--- config.mk ---
export PLATFORM = sky130hd
export DESIGN_NAME = vga_timing_gen
export DESIGN_NICKNAME = d
export VERILOG_FILES = /design/src/rtl/vga_timing_gen.sv
export SDC_FILE = /design/constraint.sdc
export NUM_CORES = 1
export LEC_CHECK = 0
export BUFFER_PORTS_ARGS = -buffer_cell sky130_fd_sc_hd__buf_2
export CORE_MARGIN = 8
export CORE_UTILIZATION = 45
export CTS_CLUSTER_DIAMETER = 30
export DETAILED_ROUTE_END_ITERATION = 8
export GPL_TIMING_DRIVEN = 0
export PLACE_DENSITY_LB_ADDON = 0.12
export SLEW_MARGIN = 5
export SYNTH_ARGS = -nofsm -noshare
export SYNTH_HDL_FRONTEND = slang
export SYNTH_SLANG_ARGS = --single-unit
export TNS_END_PERCENT = 30
--- constraint.sdc ---
create_clock -name clk -period 4.3 [get_ports clk]
set_input_delay 0.43 -clock clk [delete_from_list [all_inputs] [get_ports clk]]
set_output_delay 0.43 -clock clk [all_outputs]
set_load 0.1 [all_outputs]
--- src/rtl/vga_timing_gen.sv ---
// rtl/vga_timing_gen.sv - VGA raster timing and pixel address generator
// Sync and blanking are delayed so they line up with the decoder's pixel values.
module vga_timing_gen #(
    parameter int H_VISIBLE       = 640,
    parameter int H_FRONT         = 16,
    parameter int H_SYNC          = 96,
    parameter int H_BACK          = 48,
    parameter int V_VISIBLE       = 480,
    parameter int V_FRONT         = 10,
    parameter int V_SYNC          = 2,
    parameter int V_BACK          = 33,
    parameter int X_BITS          = 10,
    parameter int Y_BITS          = 10,
    parameter int CLK_DIV         = 1,
    parameter int PIPE_DEPTH      = 0,
    parameter int SYNC_ACTIVE_LOW = 1
) (
    input  logic              clk,
    input  logic              reset,
    output logic              pixel_tick,
    output logic [X_BITS-1:0] pixel_x_target_next,
    output logic [Y_BITS-1:0] pixel_y_target_next,
    input  logic              pixel_value_next_R,
    input  logic              pixel_value_next_G,
    input  logic              pixel_value_next_B,
    output logic              vga_r,
    output logic              vga_g,
    output logic              vga_b,
    output logic              h_sync,
    output logic              v_sync,
    output logic              frame_start,
    output logic [15:0]       frame_count
);
    localparam int H_TOTAL = H_VISIBLE + H_FRONT + H_SYNC + H_BACK;
    localparam int V_TOTAL = V_VISIBLE + V_FRONT + V_SYNC + V_BACK;

    localparam logic [X_BITS-1:0] H_LAST   = X_BITS'(H_TOTAL - 1);
    localparam logic [X_BITS-1:0] H_VIS    = X_BITS'(H_VISIBLE);
    localparam logic [X_BITS-1:0] HS_START = X_BITS'(H_VISIBLE + H_FRONT);
    localparam logic [X_BITS-1:0] HS_END   = X_BITS'(H_VISIBLE + H_FRONT + H_SYNC);
    localparam logic [Y_BITS-1:0] V_LAST   = Y_BITS'(V_TOTAL - 1);
    localparam logic [Y_BITS-1:0] V_VIS    = Y_BITS'(V_VISIBLE);
    localparam logic [Y_BITS-1:0] VS_START = Y_BITS'(V_VISIBLE + V_FRONT);
    localparam logic [Y_BITS-1:0] VS_END   = Y_BITS'(V_VISIBLE + V_FRONT + V_SYNC);
    localparam logic [3:0]        DIV_LAST = 4'(CLK_DIV - 1);
    localparam logic              SYNC_IDLE = (SYNC_ACTIVE_LOW != 0);

    logic [3:0]        r_div;
    logic [X_BITS-1:0] r_h;
    logic [Y_BITS-1:0] r_v;
    logic              r_vga_r;
    logic              r_vga_g;
    logic              r_vga_b;
    logic              r_h_sync;
    logic              r_v_sync;
    logic              r_frame_start;
    logic [15:0]       r_frame_count;

    logic              w_tick;
    logic              w_h_last;
    logic              w_wrap;
    logic              w_active;
    logic              w_hs;
    logic              w_vs;
    logic [2:0]        w_flags_dly;

    assign w_tick   = (r_div == DIV_LAST);
    assign w_h_last = (r_h == H_LAST);
    assign w_wrap   = w_h_last && (r_v == V_LAST);

    always_ff @(posedge clk or posedge reset) begin
        if (reset) begin
            r_div <= '0;
        end else if (w_tick) begin
            r_div <= '0;
        end else begin
            r_div <= r_div + 4'd1;
        end
    end

    always_ff @(posedge clk or posedge reset) begin
        if (reset) begin
            r_h <= '0;
            r_v <= '0;
        end else if (w_tick) begin
            if (w_h_last) begin
                r_h <= '0;
                r_v <= (r_v == V_LAST) ? '0 : r_v + 1'b1;
            end else begin
                r_h <= r_h + 1'b1;
            end
        end
    end

    assign w_active = (r_h < H_VIS) && (r_v < V_VIS);
    assign w_hs     = (r_h >= HS_START) && (r_h < HS_END);
    assign w_vs     = (r_v >= VS_START) && (r_v < VS_END);

    // {active, hs, vs} held back by the decoder's latency so all three meet its pixel
    generate
        if (PIPE_DEPTH == 0) begin : g_no_pipe
            assign w_flags_dly = {w_active, w_hs, w_vs};
        end else begin : g_pipe
            logic [2:0] r_pipe [PIPE_DEPTH];
            always_ff @(posedge clk or posedge reset) begin
                if (reset) begin
                    for (int i = 0; i < PIPE_DEPTH; i++) begin
                        r_pipe[i] <= '0;
                    end
                end else if (w_tick) begin
                    r_pipe[0] <= {w_active, w_hs, w_vs};
                    for (int i = 1; i < PIPE_DEPTH; i++) begin
                        r_pipe[i] <= r_pipe[i-1];
                    end
                end
            end
            assign w_flags_dly = r_pipe[PIPE_DEPTH-1];
        end
    endgenerate

    always_ff @(posedge clk or posedge reset) begin
        if (reset) begin
            r_vga_r  <= 1'b0;
            r_vga_g  <= 1'b0;
            r_vga_b  <= 1'b0;
            r_h_sync <= SYNC_IDLE;
            r_v_sync <= SYNC_IDLE;
        end else if (w_tick) begin
            r_vga_r  <= w_flags_dly[2] & pixel_value_next_R;
            r_vga_g  <= w_flags_dly[2] & pixel_value_next_G;
            r_vga_b  <= w_flags_dly[2] & pixel_value_next_B;
            r_h_sync <= w_flags_dly[1] ^ SYNC_IDLE;
            r_v_sync <= w_flags_dly[0] ^ SYNC_IDLE;
        end
    end

    // The wrap out of reset is not a real frame boundary, so only counter wraps pulse.
    always_ff @(posedge clk or posedge reset) begin
        if (reset) begin
            r_frame_start <= 1'b0;
            r_frame_count <= '0;
        end else begin
            r_frame_start <= w_tick && w_wrap;
            if (w_tick && w_wrap) begin
                r_frame_count <= r_frame_count + 16'd1;
            end
        end
    end

    assign pixel_tick          = w_tick;
    assign pixel_x_target_next = r_h;
    assign pixel_y_target_next = r_v;
    assign vga_r               = r_vga_r;
    assign vga_g               = r_vga_g;
    assign vga_b               = r_vga_b;
    assign h_sync              = r_h_sync;
    assign v_sync              = r_v_sync;
    assign frame_start         = r_frame_start;
    assign frame_count         = r_frame_count;
endmodule

Word level (Yosys, flattened, before mapping) --
Index checks and enable logic that the tools add are counted.
Cells by class: add/sub/neg operators 4, order comparisons 6, eq/ne operators 2, muxes and demuxes 3, bitwise gates (word level) 5, reductions and logical operators 7
Operators with widths (number):
- 10-bit by 1-bit adder with 10-bit output, second input constant | 2
- 10-bit == test, second input constant | 2
- 10-bit < comparator, second input constant | 2
- 10-bit by 9-bit < comparator with 1-bit output, second input constant | 2
- 10-bit 2-to-1 mux | 2
- 16-bit by 1-bit adder with 16-bit output, second input constant | 1
- 10-bit >= comparator, second input constant | 1
- 10-bit by 9-bit >= comparator with 1-bit output, second input constant | 1
- 1-bit logical AND | 5
- 4-bit by 1-bit adder with 4-bit output, second input constant | 1
- 4-bit zero test | 1
- 4-bit 2-to-1 mux | 1
- 1-bit bitwise AND | 3
- 1-bit NOT | 2
- 2-bit AND reduction | 1
Word-level totals: bits in registers 46, bits of input ports 5, output and inout bits 43

Depth between registers and ports, before layout --
Gate-level depths: netlist of the first run.
depth in word-level cells 3, mapped depth 9

Least setup slack after synthesis of the first run --
OpenSTA, ideal clock, no wires.
path type register to register, start point reg r_v[2] (netlist: pixel_y_target_next[2]), end point reg r_frame_count[11] (netlist: frame_count[11]), data arrival time 2479 ps, required time 4140 ps, setup slack 1662 ps, stages on the path, launching flop included 7, period minus slack after synthesis 2638 ps, cell sequence dfrtp_1 > and2_1 > nand4_1 > or4_1 > buf_2 > nand2b_1 > xnor2_1
Between the ends: longest elaborated chain between the ends 3
RTL lines:
- start: declaration | line 50 | logic [Y_BITS-1:0] r_v;
- start signal: assignment | line 88 | r_v <= (r_v == V_LAST) ? '0 : r_v + 1'b1;
- 10-bit == test | line 69 | assign w_wrap = w_h_last && (r_v == V_LAST);
- 1-bit logical AND | line 69
- 1-bit logical AND | line 144 | if (w_tick && w_wrap) begin
- end signal: assignment | line 145 | r_frame_count <= r_frame_count + 16'd1;
- end: declaration | line 57 | logic [15:0] r_frame_count;
No other way between the ends. A chain may end at the register's enable or synchronous reset.

Worst setup path in the final report of the first run --
start point reg r_div[0], end point reg r_frame_count[1] (netlist: frame_count[1])
Between the ends: longest elaborated chain between the ends 2
RTL lines:
- start: declaration | line 48 | logic [3:0] r_div;
- start signal: assignment | line 77 | r_div <= r_div + 4'd1;
- 4-bit zero test | line 67 | assign w_tick = (r_div == DIV_LAST);
- 1-bit logical AND | line 144
No other way between the ends.

==> results of run 1 <==
layer usage:
| layer | track usage, % | up-vias | share of wire [%] |
|---|---|---|---|
| met3 | 4.20 | 4 | 6.0 |
| met2 | 19.5 | 43 | 44 |
| li1 | - | 821 | - |
| met1 | 17.4 | 786 | 49 |
| met4 | 3.82 | 0 | 0.83 |
| met5 | 0 | - | 0 |
cells by family (layout without fill, tap and decap cells):
family	after synthesis	in the layout
xor gates and xnor gates	28	28
AOI/OAI and AO/OA	18	18
buffers and inverters	12	68
DFF	46	46
muxes	3	3
adders and majority gates	7	7
and+or+nand+nor	89	89
worst register-to-register path, stage by stage, from the launching register on:
cell and delay, ps:
dfrtp_1 420, inv_1 70, ha_1 130, or3b_4 410
clkinv_4 90, nand4b_1 140, buf_2 240, nor3_1 400
mux2_2 390
power by group:
group | internal [mW] | switching [mW]
clock network | 0.248 | 0.146
registers | 0.434 | 0.000983
logic | 0.00519 | 0.0208
path summary, 6_finish.rpt:
kind / end / slack (ps) / cells after the start
setup / recovery: frame_count[1] / 1910 / 8
setup reg to reg: frame_count[1] / 1910 / 8
hold reg to reg: frame_count[15] / 460 / 1
max in group asynchronous: h_sync / 3740 / 3
min in group clk: vga_b / 340 / 2
hold / removal: frame_count[1] / 30 / 2
placed cells by master, fill, tap and decap left out, drive strengths merged, types with 2 or more instances in the layout:
cell     n
a21o     3
a21oi    2
a22o     5
and2     2
and3     5
buf     50
bufinv   2
clkbuf   8
dfrtp   44
dfstp    2
ha       7
inv      7
mux2     3
nand2   22
nand3   13
nand4    7
nor2    18
nor2b    3
nor3     6
nor4     3
nor4b    4
o21ai    6
xnor2   18
xor2    10
registers in the layout, indices dropped and copies added (netlist names):
name	count
vga_b	1
pixel_y_target_next	10
frame_start	1
vga_r	1
r_div	4
pixel_x_target_next	10
v_sync	1
frame_count	16
vga_g	1
h_sync	1
cell type report:
class	count	area, sq um	share of cell area (%)
Sequential cell	46	1150	43.7
Multi-Input combinational cell	145	967	36.7
Timing Repair Buffer	48	255	9.67
Clock buffer	6	82.6	3.13
Tap cell	54	67.6	2.56
Clock inverter	2	60.1	2.28
Inverter	8	35.0	1.33
Buffer	4	17.5	0.664
cells in the mapped netlist, drive strengths merged (6+ instances only):
master	n	area share, %
nand3	13	3.0
nor3	6	1.9
nand4	7	2.0
ha	7	4.0
xor2	10	4.0
nor2	18	3.1
nand2	22	3.8
xnor2	18	7.3
dfrtp	44	51
o21ai	6	1.4
inv	7	1.2
==> impl_metrics.toml, run 1 <==
[synthesis]
synth_compound_area_share_pct = 5.53
syn_area_per_cell_sq_um = 10.7
synth_top_flop_cell = "dfrtp_1"
synth_top_family_by_area = "simple AND/OR/NAND/NOR gates"
synth-seq-cells = 46
synth_area_sq_um = 2170
yosysWarningCount = 0
yosys.area_share.xor_xnor_pct = 11.3
synthMuxAreaShare_pct = 1.55
netlist_instances = 203
synth.distinct_cells = 34
synth_fp_nets = 215
ys_seq_area_share_pct = 53.1
synth_edf_count = 0
async_flop_share_pct = 100
synthSimpleGateAreaFrac_pct = 22.1
synthAdderAreaFrac_pct = 4.03

[worst_setup_path]
worstPathArrival_ps = 2580
critPathBufInv = 3
crit_type = "flop to flop"
timing.rr.start = "r_div[0]"
worstSetupStartpointType = "flop"
crit_fanout = 10
cp.required_ps = 4490
endpoint_kind = "flop"
slowest_delay_ps = 420
worstSetupStartpoint = "r_div[0]"
crit_family = "simple AND/OR/NAND/NOR gates"
path_cells = "inv_1 -> ha_1 -> or3b_4 -> clkinv_4 -> nand4b_1 -> buf_2 -> nor3_1 -> mux2_2"
critical-path-slowest-cell = "dfrtp_1"

[global_routing]
grt_pass1_wl_um = 7620
antenna_found_initial = 0
track_usage_pct = 13.0
grt_pass1_vias = 1561
overflow = 0
grt_max_degree = 39

[finish]
drive_above_1_share_pct = 26.3
n_antenna_cell = 0
final_util_pct = 56.2
final_nets = 270
instances_no_fill = 313
syn2layout_area_growth_pct = 21.4
design_area_sq_um = 2640
fillers = 422

[floorplan]
chipWidth_um = 85.5
start_util_pct = 46.3
dieHeight_um = 85.5
fp.coreArea_sq_um = 4690
pin_count = 48
die_area_sq_um = 7310
rows = 25

[clocking]
cts_resized = 0
clock_sink_count = 46
cts-root-buf = "clkbuf_8"
post_cts_buffers = 0
clock_latency_ps = 300
holdBufCountCts = 0
cts_tree = "done"
cts.clk_slew.worst_paths_ps = 80
cts_buffer_depth = 2
numCtsBuffers = 5
h-tree-depth = 2

[drt]
drc = 0
dr.pass1.iters = 4
avgRoutedWirePerCell_um = 14.7
drtAntennaViolNets = 0
via_count = 1654
drt_iter0_markers = 73
avgViaCountPerCell = 5.28
totalWireLength_um = 4590

[min_path]
hold_class = "input pin to async pin"

[job]
cap_violations = 0

[place]
globalplace.congestion = 0.785
dpl-instance-area_sq_um = 2500
portBuffers = 47
dp_cells = 305
dp_slack_ps = 1870
hpwl_um = 3380

[timing]
fmax_ghz = 0.419
whs_ps = 34.4
finalHoldViolations = 0
finalSetupTns_ps = 0
post-route-period-util_pct = 55.5
worst_pin_slew_ps = 637
period_needed_ps = 2390
grt_setup_unrepaired = "false"
skew_ps = 2.91
fin_ws_ps = 1910
relSlewSlack_pct = 56.9
drv_slew = 0
setup_viol = 0

[pwr]
powerDensity_nw_per_um2 = 324
total_power_mw = 0.854
vdd_drop_max_v = 0.000117
p_leak_nw = 1.34

[run_status]
outcome = "finished clean"
(Power assumes the default switching activity.)
==> run 2: changes to the inputs <==
==> constraint.sdc (replaced) <==
create_clock -name clk -period 2.27 [get_ports clk]
set_input_delay 0.227 -clock clk [delete_from_list [all_inputs] [get_ports clk]]
set_output_delay 0.227 -clock clk [all_outputs]
set_load 0.1 [all_outputs]
==> impl_metrics.toml, run 2 (synthesis results as in run 1) <==
[worst_setup_path]
cp.required_ps = 2450
worstPathArrival_ps = 2450
crit_type = "flop to flop"
endpoint_kind = "flop"
crit_fanout = 7
r2r_cells = 8
worstSetupStartpointType = "flop"

[pwr]
p_leak_nw = 1.34
p_int_mw = 1.08
power_switching_mw = 0.300
powerDensity_nw_per_um2 = 503
p_comb_share_pct = 3.7
pwr-share-seq_pct = 59.7
vdd_drop_max_v = 0.000260
total_power_mw = 1.38
sw_frac_of_total_pct = 21.8
p_clk_share_pct = 36.6

[timing]
drv_slew = 0
finalSetupTns_ps = -4.00
setup_viol = 1
finalHoldViolations = 0
skew_ps = 2.61
relSlewSlack_pct = 49.7
fin_ws_ps = -4.00
worst_pin_slew_ps = 743
period_needed_ps = 2270
fmax_ghz = 0.440
grt_setup_unrepaired = "true"
post-route-period-util_pct = 100

[clocking]
clock_latency_ps = 290
cts.clk_slew.worst_paths_ps = 80
cts-root-buf = "clkbuf_8"
clock_sink_count = 46
cts_buffer_depth = 2
h-tree-depth = 2
cts_tree = "done"
numCtsBuffers = 5

[global_routing]
grt_pass1_wl_um = 7970
grt_pass1_vias = 1632
grt_max_degree = 37
track_usage_pct = 13.3
antenna_found_initial = 0
overflow = 0

[finish]
n_antenna_cell = 0
syn2layout_area_growth_pct = 25.9
instances_no_fill = 319
drive_above_1_share_pct = 39.2
final_nets = 276
mostFrequentLayoutCell = "buf_2"
design_area_sq_um = 2740
final_cell_mix = "buf_2, dfrtp_1, nand2_1, dfrtp_2, xnor2_1"
largest_reg_flops = 16

[drt]
totalWireLength_um = 4630
avgViaCountPerCell = 5.16
dr.pass1.iters = 4
via_count = 1647
drt_iter0_markers = 52
drtAntennaViolNets = 0
drc = 0
avgRoutedWirePerCell_um = 14.5

[place]
globalplace.congestion = 0.767
hpwl_um = 3420
dpl-instance-area_sq_um = 2540
dp_cells = 305
portBuffers = 47

[run_status]
violations = "setup timing"
outcome = "complete, but fails checks"

[floorplan]
start_util_pct = 46.3
chipWidth_um = 85.5
pin_count = 48
dieHeight_um = 85.5
fp.coreArea_sq_um = 4690
rows = 25
die_area_sq_um = 7310

[min_path]
holdPathStages = 2
hold_class = "input pin to flop"

[job]
cap_violations = 0
[run 2: worst max-delay path, stage by stage, from the launching register on]
cell	delay (ps)
dfrtp_1	420
inv_2	80
ha_4	110
or3b_4	430
clkinv_8	70
nand4b_1	130
or4_4	590
nand2b_4	180
xnor2_2	140
[run 2: final timing paths]
check / startpoint / endpoint / slack [ps]
worst max-delay path: r_div[0] / frame_count[11] / -4
worst min-delay path: pixel_value_next_B / vga_b / 160
worst max register to register: r_div[0] / frame_count[11] / -4
worst min register to register: frame_count[15] / frame_count[15] / 480
max in group asynchronous: reset / v_sync / 1330
min in group asynchronous: reset / frame_count[10] / 410
[run 2: cell type report]
class | instances | area [sq um]
Clock buffer | 7 | 86.3
Tap cell | 54 | 67.6
Fill cell | 422 | 1960
Clock inverter | 1 | 5.00
Buffer | 3 | 12.5
Sequential cell | 46 | 1180
Timing Repair Buffer | 55 | 310
Inverter | 8 | 42.5
Multi-Input combinational cell | 145 | 1030
[run 2: per-layer routing]
layer	vias up	routed length, um	GRT usage, %
met3	3	241	3.53
met5	-	0	0
li1	813	-	-
met2	36	2240	20.9
met4	0	27	3.34
met1	795	2120	17.8
[run 2: power groups by stage]
stage | logic, mW | clock network, mW | registers [mW]
after global placement | 0.0469 | 0 | 0.839
after detailed placement | 0.0514 | 0 | 0.839
final | 0.0508 | 0.505 | 0.822
after global routing | 0.0559 | 0.550 | 0.823
after floorplan | 0.0143 | 0 | 0.859
after CTS | 0.0529 | 0.526 | 0.822
[run 2: stage by stage]
| stage | util, % | hold WS (ps) | setup slack, ps |
|---|---|---|---|
| 3_3_place_gp | 53.7 | 454 | -129 |
| 5_1_grt | 58.3 | 154 | -129 |
| 6_report | 58.3 | 163 | -4.00 |
| 2_1_floorplan | - | 360 | 0.448 |
| 4_1_cts | 56.7 | 154 | -32.0 |
| 3_5_place_dp | 54.1 | 178 | -185 |
[run 2: timing repair]
item                                    CTS  global route
hold buffers                              1             0
resized for setup                         2            12
gates cloned                              0             0
hold endpoints to repair                 10             0
setup buffers                             1             5
endpoints found under the setup margin   10            19
pin swaps                                 1             5
==> run 3: changes to the inputs <==
--- a/config.mk
+++ b/config.mk
@@ -12,6 +12,7 @@
 export DETAILED_ROUTE_END_ITERATION = 8
 export GPL_TIMING_DRIVEN = 0
 export PLACE_DENSITY_LB_ADDON = 0.12
+export SETUP_SLACK_MARGIN = 0.5
 export SLEW_MARGIN = 5
 export SYNTH_ARGS = -nofsm -noshare
 export SYNTH_HDL_FRONTEND = slang
==> impl_metrics.toml, run 3 (synthesis results as in run 1) <==
[drt]
drt_iter0_markers = 46
dr.pass1.iters = 4
drc = 0
avgViaCountPerCell = 5.25
totalWireLength_um = 4980
via_count = 1726
drtAntennaViolNets = 0
avgRoutedWirePerCell_um = 15.1

[worst_setup_path]
critPathBufInv = 3
worstSetupStartpointType = "flop"
crit_family = "simple AND/OR/NAND/NOR gates"
crit_fanout = 7
crit_type = "flop to flop"
reg2reg_slack_ps = 70
r2r_cells = 9
timing.rr.start = "r_div[0]"
reg2reg_to = "frame_count[11]"
cp.required_ps = 2450
slowest_delay_ps = 460
path_cells = "inv_2 -> ha_4 -> or3b_4 -> clkinv_8 -> nand4b_1 -> or4_4 -> buf_8 -> nand2b_4 -> xnor2_1"
worstPathArrival_ps = 2390
endpoint_kind = "flop"
critical-path-slowest-cell = "or4_4"

[clocking]
cts_buffer_depth = 2
numCtsBuffers = 5
clock_sink_count = 46
cts-root-buf = "clkbuf_8"
cts.clk_slew.worst_paths_ps = 80
clock_latency_ps = 300
cts_tree = "done"
h-tree-depth = 2

[min_path]
hold_class = "input pin to flop"
holdPathStages = 2
hp-start = "pixel_value_next_G"
min_to = "vga_g"

[place]
hpwl_um = 3400
globalplace.congestion = 0.782
portBuffers = 47
dp_cells = 305

[timing]
fmax_ghz = 0.454
relSlewSlack_pct = 67.3
finalHoldViolations = 0
skew_ps = 3.19
worst_pin_slew_ps = 493
post-route-period-util_pct = 96.9
setup_viol = 0
period_needed_ps = 2200
whs_ps = 145
finalSetupTns_ps = 0
grt_setup_unrepaired = "true"
drv_slew = 0

[pwr]
p_leak_nw = 1.44
vdd_drop_max_v = 0.000250
total_power_mw = 1.45
powerDensity_nw_per_um2 = 487

[floorplan]
pin_count = 48
chipWidth_um = 85.5
die_area_sq_um = 7310
dieHeight_um = 85.5
rows = 25
start_util_pct = 46.3
fp.coreArea_sq_um = 4690

[finish]
mostFrequentLayoutCell = "buf_2"
drive_above_1_share_pct = 45.8
final_nets = 286
final_cell_mix = "buf_2, dfrtp_1, nand2_1, xnor2_1, dfrtp_2"
instances_no_fill = 329
n_antenna_cell = 0
largest_reg_flops = 16
syn2layout_area_growth_pct = 36.6
fillers = 393

[global_routing]
grt_max_degree = 37
grt_use_met1_pct = 18.5
track_usage_pct = 14.1
grt_util_met3_pct = 4.01
overflow = 0
use_met2_pct = 22.0
grt_pass1_wl_um = 8340
grt_pass1_vias = 1749
antenna_found_initial = 0
grt-busiest-layer = "met2"

[run_status]
outcome = "finished clean"

[job]
cap_violations = 0
-- run 3: cell types whose count changed in the layout (fill, tap and decap cells not counted), moves of 2 or more --
cell      delta
buf_8        +2
buf_2        -2
buf_6        +5
dfrtp_4      +3
o21ai_2      +2
nor2_1       -3
o21ai_0      -2
nor2_4       +3
clkbuf_1     -2
dfrtp_2      -2
clkbuf_8     +2
buf_4        +5
-- run 3: stage by stage --
step                setup WS [ps]  utilization, %  cell area, sq um
floorplan                    50.8               -              2240
global placement            -1.64            54.2              2540
detailed placement          -31.5            54.6              2560
CTS                          30.6            58.4              2740
global route                -27.7            63.3              2970
finish                       69.4            63.3              2970
-- run 3: power by group --
| part | total (mW) | leakage [nW] | internal [mW] | switching, mW |
|---|---|---|---|---|
| Sequential | 0.822 | 0.582 | 0.821 | 0.00131 |
| Clock | 0.574 | 0.0575 | 0.308 | 0.267 |
| Combinational | 0.0505 | 0.803 | 0.0108 | 0.0397 |
| Total | 1.45 | 1.44 | 1.14 | 0.308 |
-- run 3: layer usage --
| metal | vias to the layer above | routed length [um] |
|---|---|---|
| met1 | 835 | 2350 |
| met5 | - | 0 |
| li1 | 843 | - |
| met2 | 39 | 2360 |
| met4 | 0 | 70 |
| met3 | 9 | 207 |
-- run 3: layout make-up --
type,count,area (sq um),area share (%)
Buffer,4,37.5,1.26
Clock buffer,8,110,3.71
Inverter,8,42.5,1.43
Multi-Input combinational cell,145,1100,37.2
Sequential cell,46,1190,40.2
Tap cell,54,67.6,2.28
Timing Repair Buffer,64,415,14.0
-- run 3: how the worst max path moves through the flow --
| stage | start | to | slack, ps | depth (start not counted) |
|---|---|---|---|---|
| after global routing | r_div[0] | frame_count[11] | -30 | 9 |
| after floorplan | pixel_y_target_next[0] | frame_count[11] | 50 | 7 |
| after detailed placement | r_div[0] | frame_count[15] | -30 | 9 |
| after global placement | r_div[0] | frame_count[15] | -2 | 9 |
| final | r_div[0] | frame_count[11] | 70 | 9 |
| after CTS | r_div[0] | frame_count[11] | 30 | 9 |
-- run 3: repair_timing --
item / CTS / global route
setup endpoints to repair: 35 / 40
gates resized for setup: 1 / 48
hold buffers: 1 / 0
buffers inserted: 7 / 8
pin swaps: 3 / 10
endpoints found under the hold margin: 10 / 0
